<file path="config.mk">
export PLATFORM = sky130hd
export DESIGN_NAME = if_fetch_stage
export DESIGN_NICKNAME = d
export VERILOG_FILES = /design/src/rtl/if_fetch_stage.sv
export SDC_FILE = /design/constraint.sdc
export NUM_CORES = 1
export LEC_CHECK = 0
export CAP_MARGIN = 40
export CELL_PAD_IN_SITES_DETAIL_PLACEMENT = 1
export CELL_PAD_IN_SITES_GLOBAL_PLACEMENT = 1
export CORE_MARGIN = 5
export CORE_UTILIZATION = 39
export DETAILED_ROUTE_END_ITERATION = 16
export HOLD_SLACK_MARGIN = 0.06
export PLACE_DENSITY = 0.92
export REMOVE_ABC_BUFFERS = 1
export SLEW_MARGIN = 20
export SYNTH_ARGS = -nofsm -noshare
export SYNTH_HDL_FRONTEND = slang
export SYNTH_SLANG_ARGS = --single-unit
</file>
<file path="constraint.sdc">
create_clock -name clk -period 3.3 [get_ports clk]
set_input_delay 0.66 -clock clk [delete_from_list [all_inputs] [get_ports clk]]
set_output_delay 0.66 -clock clk [all_outputs]
set_load 0.02 [all_outputs]
</file>
<file path="src/rtl/if_fetch_stage.sv">
// Instruction-fetch stage: owns the PC, drives a single-outstanding req/ack
// instruction-memory port and hands one instruction per cycle to IF/ID.
//
// state | meaning
// IDLE  | after reset/flush, no request; fetch starts next cycle
// REQ   | request to pc in flight; ack data is delivered or buffered
// KILL  | stale request in flight; its ack data is dropped
// FULL  | stalled with one fetched instruction held in the buffer
module if_fetch_stage #(
  parameter int                ADDR_W   = 32,
  parameter logic [ADDR_W-1:0] RESET_PC = '0
) (
  input  logic              clk,
  input  logic              rst,
  input  logic              if_en,
  input  logic              if_rst,
  input  logic [2:0]        pc_src,
  input  logic [ADDR_W-1:0] jump_target,
  input  logic [ADDR_W-1:0] jr_target,
  input  logic [ADDR_W-1:0] br_target,
  input  logic              br_eq,
  output logic              imem_req,
  output logic [ADDR_W-1:0] imem_addr,
  input  logic              imem_ack,
  input  logic [31:0]       imem_rdata,
  output logic [31:0]       inst_out,
  output logic [ADDR_W-1:0] pc_out,
  output logic              if_valid,
  output logic              redirect_out
);

  typedef enum logic [1:0] {S_IDLE, S_REQ, S_KILL, S_FULL} state_t;

  localparam logic [ADDR_W-1:0] RESET_PC_AL = {RESET_PC[ADDR_W-1:2], 2'b00};

  state_t            state_q, state_d;
  logic [ADDR_W-1:0] pc_q, pc_d;
  logic [ADDR_W-1:0] kill_addr_q, kill_addr_d;
  logic [31:0]       buf_inst_q, buf_inst_d;
  logic [ADDR_W-1:0] buf_pc_q, buf_pc_d;
  logic [31:0]       inst_q, inst_d;
  logic [ADDR_W-1:0] pc_out_q, pc_out_d;
  logic              valid_q, valid_d;
  logic              redirect_q, redirect_d;

  logic              taken;
  logic              take;
  logic [ADDR_W-1:0] target_raw;
  logic [ADDR_W-1:0] target;
  logic              outstanding;

  always_comb begin
    taken      = 1'b0;
    target_raw = br_target;
    case (pc_src)
      3'd1: begin
        taken      = 1'b1;
        target_raw = jump_target;
      end
      3'd2: begin
        taken      = 1'b1;
        target_raw = jr_target;
      end
      3'd3:    taken = br_eq;
      3'd4:    taken = ~br_eq;
      default: taken = 1'b0;
    endcase
  end

  assign target = {target_raw[ADDR_W-1:2], 2'b00};
  // Redirects are ignored in IDLE: the pipeline behind us was just flushed.
  assign take   = if_en & ~if_rst & taken & (state_q != S_IDLE);

  assign imem_req     = (state_q == S_REQ) || (state_q == S_KILL);
  assign imem_addr    = (state_q == S_KILL) ? kill_addr_q : pc_q;
  assign outstanding  = imem_req & ~imem_ack;
  assign inst_out     = inst_q;
  assign pc_out       = pc_out_q;
  assign if_valid     = valid_q;
  assign redirect_out = redirect_q;

  always_comb begin
    state_d     = state_q;
    pc_d        = pc_q;
    kill_addr_d = kill_addr_q;
    buf_inst_d  = buf_inst_q;
    buf_pc_d    = buf_pc_q;
    inst_d      = inst_q;
    pc_out_d    = pc_out_q;
    valid_d     = if_en ? 1'b0 : valid_q;
    redirect_d  = 1'b0;

    if (if_rst) begin
      pc_d    = RESET_PC_AL;
      valid_d = 1'b0;
      if (outstanding) begin
        kill_addr_d = imem_addr;
        state_d     = S_KILL;
      end else begin
        state_d = S_IDLE;
      end
    end else begin
      unique case (state_q)
        S_IDLE: state_d = S_REQ;
        S_REQ: begin
          if (imem_ack) begin
            if (take) begin
              pc_d       = target;
              redirect_d = 1'b1;
            end else begin
              pc_d = pc_q + ADDR_W'(4);
              if (if_en) begin
                inst_d   = imem_rdata;
                pc_out_d = pc_q;
                valid_d  = 1'b1;
              end else begin
                buf_inst_d = imem_rdata;
                buf_pc_d   = pc_q;
                state_d    = S_FULL;
              end
            end
          end else if (take) begin
            pc_d        = target;
            redirect_d  = 1'b1;
            kill_addr_d = pc_q;
            state_d     = S_KILL;
          end
        end
        S_KILL: begin
          if (take) begin
            pc_d       = target;
            redirect_d = 1'b1;
          end
          if (imem_ack) state_d = S_REQ;
        end
        S_FULL: begin
          if (take) begin
            pc_d       = target;
            redirect_d = 1'b1;
            state_d    = S_REQ;
          end else if (if_en) begin
            inst_d   = buf_inst_q;
            pc_out_d = buf_pc_q;
            valid_d  = 1'b1;
            state_d  = S_REQ;
          end
        end
        default: state_d = S_IDLE;
      endcase
    end
  end

  always_ff @(posedge clk or negedge rst) begin
    if (!rst) begin
      state_q     <= S_IDLE;
      pc_q        <= RESET_PC_AL;
      kill_addr_q <= '0;
      buf_inst_q  <= '0;
      buf_pc_q    <= '0;
      inst_q      <= '0;
      pc_out_q    <= '0;
      valid_q     <= 1'b0;
      redirect_q  <= 1'b0;
    end else begin
      state_q     <= state_d;
      pc_q        <= pc_d;
      kill_addr_q <= kill_addr_d;
      buf_inst_q  <= buf_inst_d;
      buf_pc_q    <= buf_pc_d;
      inst_q      <= inst_d;
      pc_out_q    <= pc_out_d;
      valid_q     <= valid_d;
      redirect_q  <= redirect_d;
    end
  end

endmodule

</file>
==> results by group, run 1 <==
Status
  • Outcome: finished, final reports clean

Clock network
  • CTS Root Cell: clkbuf_16
  • Clk_lat worst skew: 0.44 ns
  • CTS tree: done
  • Num CTS Buffers: 17
  • CTS H-tree depth: 4
  • Max clock buf depth: 2
  • CTS Sinks: 196
  • CTS clock-pin slew for the worst setup and hold paths: 0.07 ns

Power and ir drop
  • Maximum VDD drop: 387 uV
  • Pwr/cell area: 647 nW/um2
  • Tot Pwr: 8.54 mW
  • Leak: 5.46 nW

Finish
  • # diodes: 0
  • Fraction of layout cells with a size suffix above 1: 0.187
  • Synth-to-Final Area Change: 34.2%
  • Fin nets: 1254
  • Final core utilization: 0.527
  • FILL cells: 2667

Worst setup path
  • Reg-to-Reg Start: state_q[0]
  • Crit path largest cell delay: 0.56 ns
  • R2R Path End: pc_q[20]
  • Worst Path Arrival: 2.51 ns
  • R2r setup slk: 0.31 ns
  • Worst EP required: 2.64 ns
  • Setup crit end kind: primary output
  • Critical path class: reg2out
  • Crit-path max FO: 11
  • Critical-path cell list: inv_1 -> ha_4 -> buf_4 -> mux2_2 -> clkdlybuf4s50_1
  • Slowest CP cell: clkdlybuf4s50_1
  • Setup crit start kind: flop
  • Reg2reg path depth: 9
  • Worst Setup EP: imem_addr[4]
  • Worst setup path startpoint: state_q[0]

Timing
  • Hold_ws: 0.248 ns
  • Measured slew at the worst slew-check pin: 0.788 ns
  • # setup viols final: 0
  • Final Hold Viols: 0
  • Setup TNS: 0 ns
  • RSZ-0062 raised after global routing: false
  • Ratio of final minimum period to clock period: 0.962
  • Fin crit period: 3.17 ns
  • Relative slew slack: 0.475
  • Final Skew: 0.0138 ns
  • Max Slew Vio Count: 0
  • Worst Slack Setup Final: 0.126 ns
  • F_max: 0.315 GHz

Floorplan
  • Die Y: 169 um
  • Initial Utilization: 0.393
  • Cell Rows: 58
  • I/O Pins: 236
  • Die footprint: 28500 um2
  • Placeable Area: 25000 um2
  • Die Span X: 169 um

Route
  • Via count: 8211
  • Drt via density: 5.64
  • DR WL met3: 1.90 mm
  • Routed WL per cell: 21.5 um
  • Detailed Route WL: 31.3 mm
  • Top Metal Used: met4
  • Met2 routed WL: 15.5 mm
  • Post-route ant nets: 0
  • Starting DRT DRC Count: 563
  • DRC: 0
  • Met1 wire length: 13.4 mm
  • DR pass1 iterations: 5

Placement
  • Detailed Place HPWL: 22.4 mm
  • GPL Wtd Cong: 0.890
  • Pre-CTS worst setup slack: 0.0486 ns
  • IO buf count: 229

Synthesis
  • Synthesized instance count: 904
  • Largest area contributor in the netlist: dfrtp_1
  • Synth top area cells: dfrtp_1 (50%), mux2_2 (14%), mux2i_1 (6.9%), a21oi_1 (5.0%), nor2_1 (2.9%)
  • Synth unique cells: 62
  • Number of synthesized flops with an enable pin: 0
  • Post-synth top area share: 0.499
  • Ys Warns: 0
  • Mean Syn Cell Area: 10.9 um2
  • Post-synthesis sequential area ratio: 0.499
  • Synth Flop Type: dfrtp_1
  • Number of synthesized register bits: 196
  • Asr flop ratio synth: 1.00
  • Netlist Area Pre-Place: 9830 um2

Global route
  • Vias in the first global route: 8848
  • Largest net degree at the start of global routing: 95
  • GRT Util Overall: 0.217
  • Initial antenna violation count: 0
  • Global-route wire length before repair: 49.2 mm
  • Gr ovfl total: 0

Job
  • Max_cap viols: 0

Min path
  • Worst Hold Class: in2async
how the worst min path moves through the flow:
| stage | start | end | slack, ns | cells after the start |
|---|---|---|---|---|
| 2_1_floorplan | rst | buf_inst_q[0] | 0.36 | 0 |
| 3_3_place_gp | kill_addr_q[10] | kill_addr_q[10] | 0.47 | 1 |
| 3_5_place_dp | kill_addr_q[31] | kill_addr_q[31] | 0.49 | 1 |
| 4_1_cts | rst | inst_out[31] | 0.29 | 1 |
| 5_1_grt | rst | inst_out[31] | 0.29 | 1 |
| 6_report | rst | inst_out[31] | 0.25 | 1 |
Yosys cell counts (all sizes together), types with 3 or more instances:
master,n
mux2i,68
a21oi,99
nand3,21
nand2,33
o32a,5
nor3b,7
nor4,8
o221ai,3
and3,5
a211o,4
nand4,16
nor2b,3
a22o,30
ha,5
inv,10
a22oi,10
buf,28
o21ai,35
dfrtp,196
o311ai,4
mux2,124
nand2b,4
nor3,11
a21o,8
nor2,78
o22ai,3
clkbuf,51
flip-flops by register name, summed over array words and instances, names as in the netlist:
name and cells:
redirect_out 1, pc_q 32, inst_out 32, buf_pc_q 32, if_valid 1, state_q 2
buf_inst_q 32, pc_out 32, kill_addr_q 32
cell families (layout without fill, tap and decap cells):
kind of cell	after synthesis	in the layout	share of synthesized area
buf+inv	90	311	0.0378
simple gates	198	198	0.0999
fa+ha+maj	5	5	0.00636
xor+xnor	1	1	0.000891
flops	196	196	0.499
mux	192	192	0.211
compound gates	222	222	0.145
layer usage:
metal	vias to the layer above	GRT usage
met3	40	0.0467
li1	3728	-
met5	-	0
met2	263	0.369
met1	4180	0.282
met4	0	0.0600
metrics by stage:
step	instances	instance area [um2]
after floorplan	825	9500
after global placement	1422	12600
after detailed placement	1422	12600
after CTS	1454	13200
after global routing	1455	13200
final	1455	13200
power breakdown:
group	switching [mW]	internal [mW]	total, mW
sequential	0.430	3.06	3.49
clock	0.993	1.01	2.00
combinational	1.55	1.50	3.05
critical path: cells and delay by family, from the launching register on:
kind	cells	cell delay (ns)
buffers and inverters	3	0.97
DFF	1	0.45
muxes	1	0.36
adders and majority gates	1	0.30
placed cells by master, fill, tap and decap left out, types with 20 or more instances in the layout:
cell type and n:
clkdlybuf4s50_1 228, dfrtp_1 196, mux2_2 123, a21oi_1 99, nor2_1 76, mux2i_1 68
buf_4 34, o21ai_0 33, nand2_1 33, a22o_1 30, nand3_1 20
cell type report:
class                   count  area [um2]  share of cell area
flip-flops and latches    196        4900               0.372
clock buffers              18         439              0.0333
well taps                 330         413              0.0313
inverters                  11        41.3             0.00313
clock inverters            14         121             0.00920
repair buffers            268        2650               0.201
multi-input cells         618        4620               0.350
what timing repair did:
action | 4_1_cts | 5_1_grt
buffers inserted | 0 | 1
gates cloned | 0 | 0
resized for setup | 1 | 0
hold endpoints to repair | 0 | 0
endpoints found under the setup margin | 18 | 11
hold buffers | 0 | 0
Power figures use the tool's default switching activity.
==> run 2, diff against run 1 <==
--- a/config.mk
+++ b/config.mk
@@ -11,9 +11,11 @@
 export CORE_MARGIN = 5
 export CORE_UTILIZATION = 39
 export DETAILED_ROUTE_END_ITERATION = 16
+export GPL_TIMING_DRIVEN = 0
 export HOLD_SLACK_MARGIN = 0.06
 export PLACE_DENSITY = 0.92
 export REMOVE_ABC_BUFFERS = 1
+export SKIP_CTS_REPAIR_TIMING = 1
 export SLEW_MARGIN = 20
 export SYNTH_ARGS = -nofsm -noshare
 export SYNTH_HDL_FRONTEND = slang
==> run 2 against run 1 <==
Net effect:
- total power increased by 2.1%
- first-iteration DRC count is 9.2% lower
- largest power group unchanged
- flip-flop and latch count stayed put
- worst setup slack improved by 0.017 ns
- highest routed layer is now met5
- clock power grew 7%
- largest cell class unchanged
- maximum frequency increased by 0.55%
- hold slack worse by 0.092 ns
- sequential share of layout area fell by 0.60 points
- via count up 0.43%
- routed wire length increased by 1.1%
- register-to-register slack lost 0.16 ns
- die area unchanged
==> results by group, run 2 (synthesis gave the netlist of run 1 again) <==
Status
  • Outcome: finished, final reports clean

Job
  • Max_cap viols: 0

Global route
  • GRT busiest layer: met2
  • Met3 usage: 0.0357
  • Global-route wire length before repair: 49.9 mm
  • GRT Util Overall: 0.220
  • Gr ovfl total: 0
  • Initial antenna violation count: 1
  • Largest net degree at the start of global routing: 76
  • Vias in the first global route: 8988
  • Met2 usage: 0.386
  • GR Util met1: 0.280

Finish
  • FILL cells: 2667
  • Commonest non-fill, non-tap cell in the layout: clkdlybuf4s50_1
  • # diodes: 0
  • Final core utilization: 0.536
  • Commonest non-fill, non-tap cells in the layout: clkdlybuf4s50_1 (228), dfrtp_1 (196), mux2_2 (123), a21oi_1 (98), nor2_1 (75)
  • Synth-to-Final Area Change: 36.4%
  • Fraction of layout cells with a size suffix above 1: 0.190
  • Post-route cell area: 13400 um2
  • Fin nets: 1254

Worst setup path
  • Worst Path Arrival: 3.46 ns
  • Critical path class: in2reg
  • Worst setup path startpoint: pc_src[0]
  • Worst Setup EP: kill_addr_q[31]
  • Crit-path max FO: 17
  • Reg2reg path depth: 7
  • R2r setup slk: 0.15 ns
  • Reg-to-Reg Start: state_q[1]
  • Setup crit start kind: input port
  • Setup crit end kind: flop
  • R2R Path End: pc_q[20]
  • Worst EP required: 3.61 ns

Placement
  • GPL Wtd Cong: 0.807
  • IO buf count: 229
  • Detailed Place HPWL: 23.1 mm
  • Area after DPL: 12700 um2

Timing
  • Final Hold Viols: 0
  • Measured slew at the worst slew-check pin: 0.808 ns
  • Final Skew: 0.0164 ns
  • F_max: 0.317 GHz
  • Fin crit period: 3.16 ns
  • Relative slew slack: 0.457
  • # setup viols final: 0
  • Ratio of final minimum period to clock period: 0.956
  • Max Slew Vio Count: 0

Clock network
  • CTS clock-pin slew for the worst setup and hold paths: 0.08 ns
  • Clk_lat worst skew: 0.43 ns
  • CTS H-tree depth: 4
  • Max clock buf depth: 2
  • CTS Sinks: 196
  • CTS tree: done
  • Num CTS Buffers: 17
  • CTS Root Cell: clkbuf_16

Min path
  • Worst Hold Class: in2async

Floorplan
  • Initial Utilization: 0.393
  • Cell Rows: 58
  • I/O Pins: 236
  • Placeable Area: 25000 um2
  • Die Y: 169 um
  • Die Span X: 169 um
  • Die footprint: 28500 um2

Route
  • DR pass1 iterations: 4
  • Routed WL per cell: 21.8 um
  • DRC: 0
  • Starting DRT DRC Count: 511
  • Detailed Route WL: 31.7 mm
  • Post-route ant nets: 0
  • Drt via density: 5.67
  • Via count: 8246

Power and ir drop
  • Maximum VDD drop: 314 uV
  • Pwr/cell area: 650 nW/um2
  • Leak: 5.55 nW
[run 2: cell types whose count changed in the layout (fill, tap and decap cells not counted), sizes merged]
cell and change:
clkinv -3, inv +2, buf +1, bufinv +1, clkinvlp -1
[run 2: worst max-delay path: stages]
cell and delay (ns):
clkdlybuf4s50_1 0.63, nor3b_4 0.15, a311oi_2 0.54, nor2_1 0.16
a41oi_4 0.73, buf_16 0.24, mux2_2 0.34
[run 2: worst min-delay path by stage]
| stage | depth (start not counted) | slack [ns] | start | endpoint |
|---|---|---|---|---|
| CTS | 1 | 0.16 | rst | inst_out[6] |
| floorplan | 0 | 0.36 | rst | buf_inst_q[0] |
| finish | 1 | 0.16 | rst | buf_inst_q[6] |
| global placement | 1 | 0.47 | kill_addr_q[10] | kill_addr_q[10] |
| detailed placement | 1 | 0.49 | kill_addr_q[0] | kill_addr_q[0] |
| global route | 1 | 0.17 | rst | inst_out[6] |
[run 2: cell type report]
cell class	instances	area [um2]	share of cell area
multi-input cells	618	4670	0.348
flip-flops and latches	196	4900	0.366
inverters	11	41.3	0.00308
well taps	330	413	0.0308
clock inverters	13	161	0.0120
clock buffers	19	443	0.0330
repair buffers	268	2780	0.207
[run 2: routing by layer]
layer	vias to the layer above	wire (um)
li1	3737	-
met1	4239	13300
met2	233	16300
met3	35	1550
met4	2	490
met5	-	13
[run 2: metrics by stage]
stage | setup TNS, ns | hold WS, ns | instances | power, mW | setup WS [ns]
final | 0 | 0.155 | 1455 | 8.72 | 0.144
after global routing | -0.148 | 0.170 | 1455 | 9.15 | -0.0209
after CTS | -5.60 | 0.160 | 1446 | 8.78 | -0.175
after detailed placement | -30.34 | 0.492 | 1414 | 6.61 | -0.599
after global placement | -2840.15 | 0.469 | 1384 | 6.45 | -12.54
after floorplan | -663.68 | 0.364 | 825 | 5.03 | -7.31
[run 2: power by group]
group	total, mW	switching (mW)	internal [mW]
registers	3.49	0.428	3.06
logic	3.09	1.56	1.52
clock network	2.15	1.04	1.11
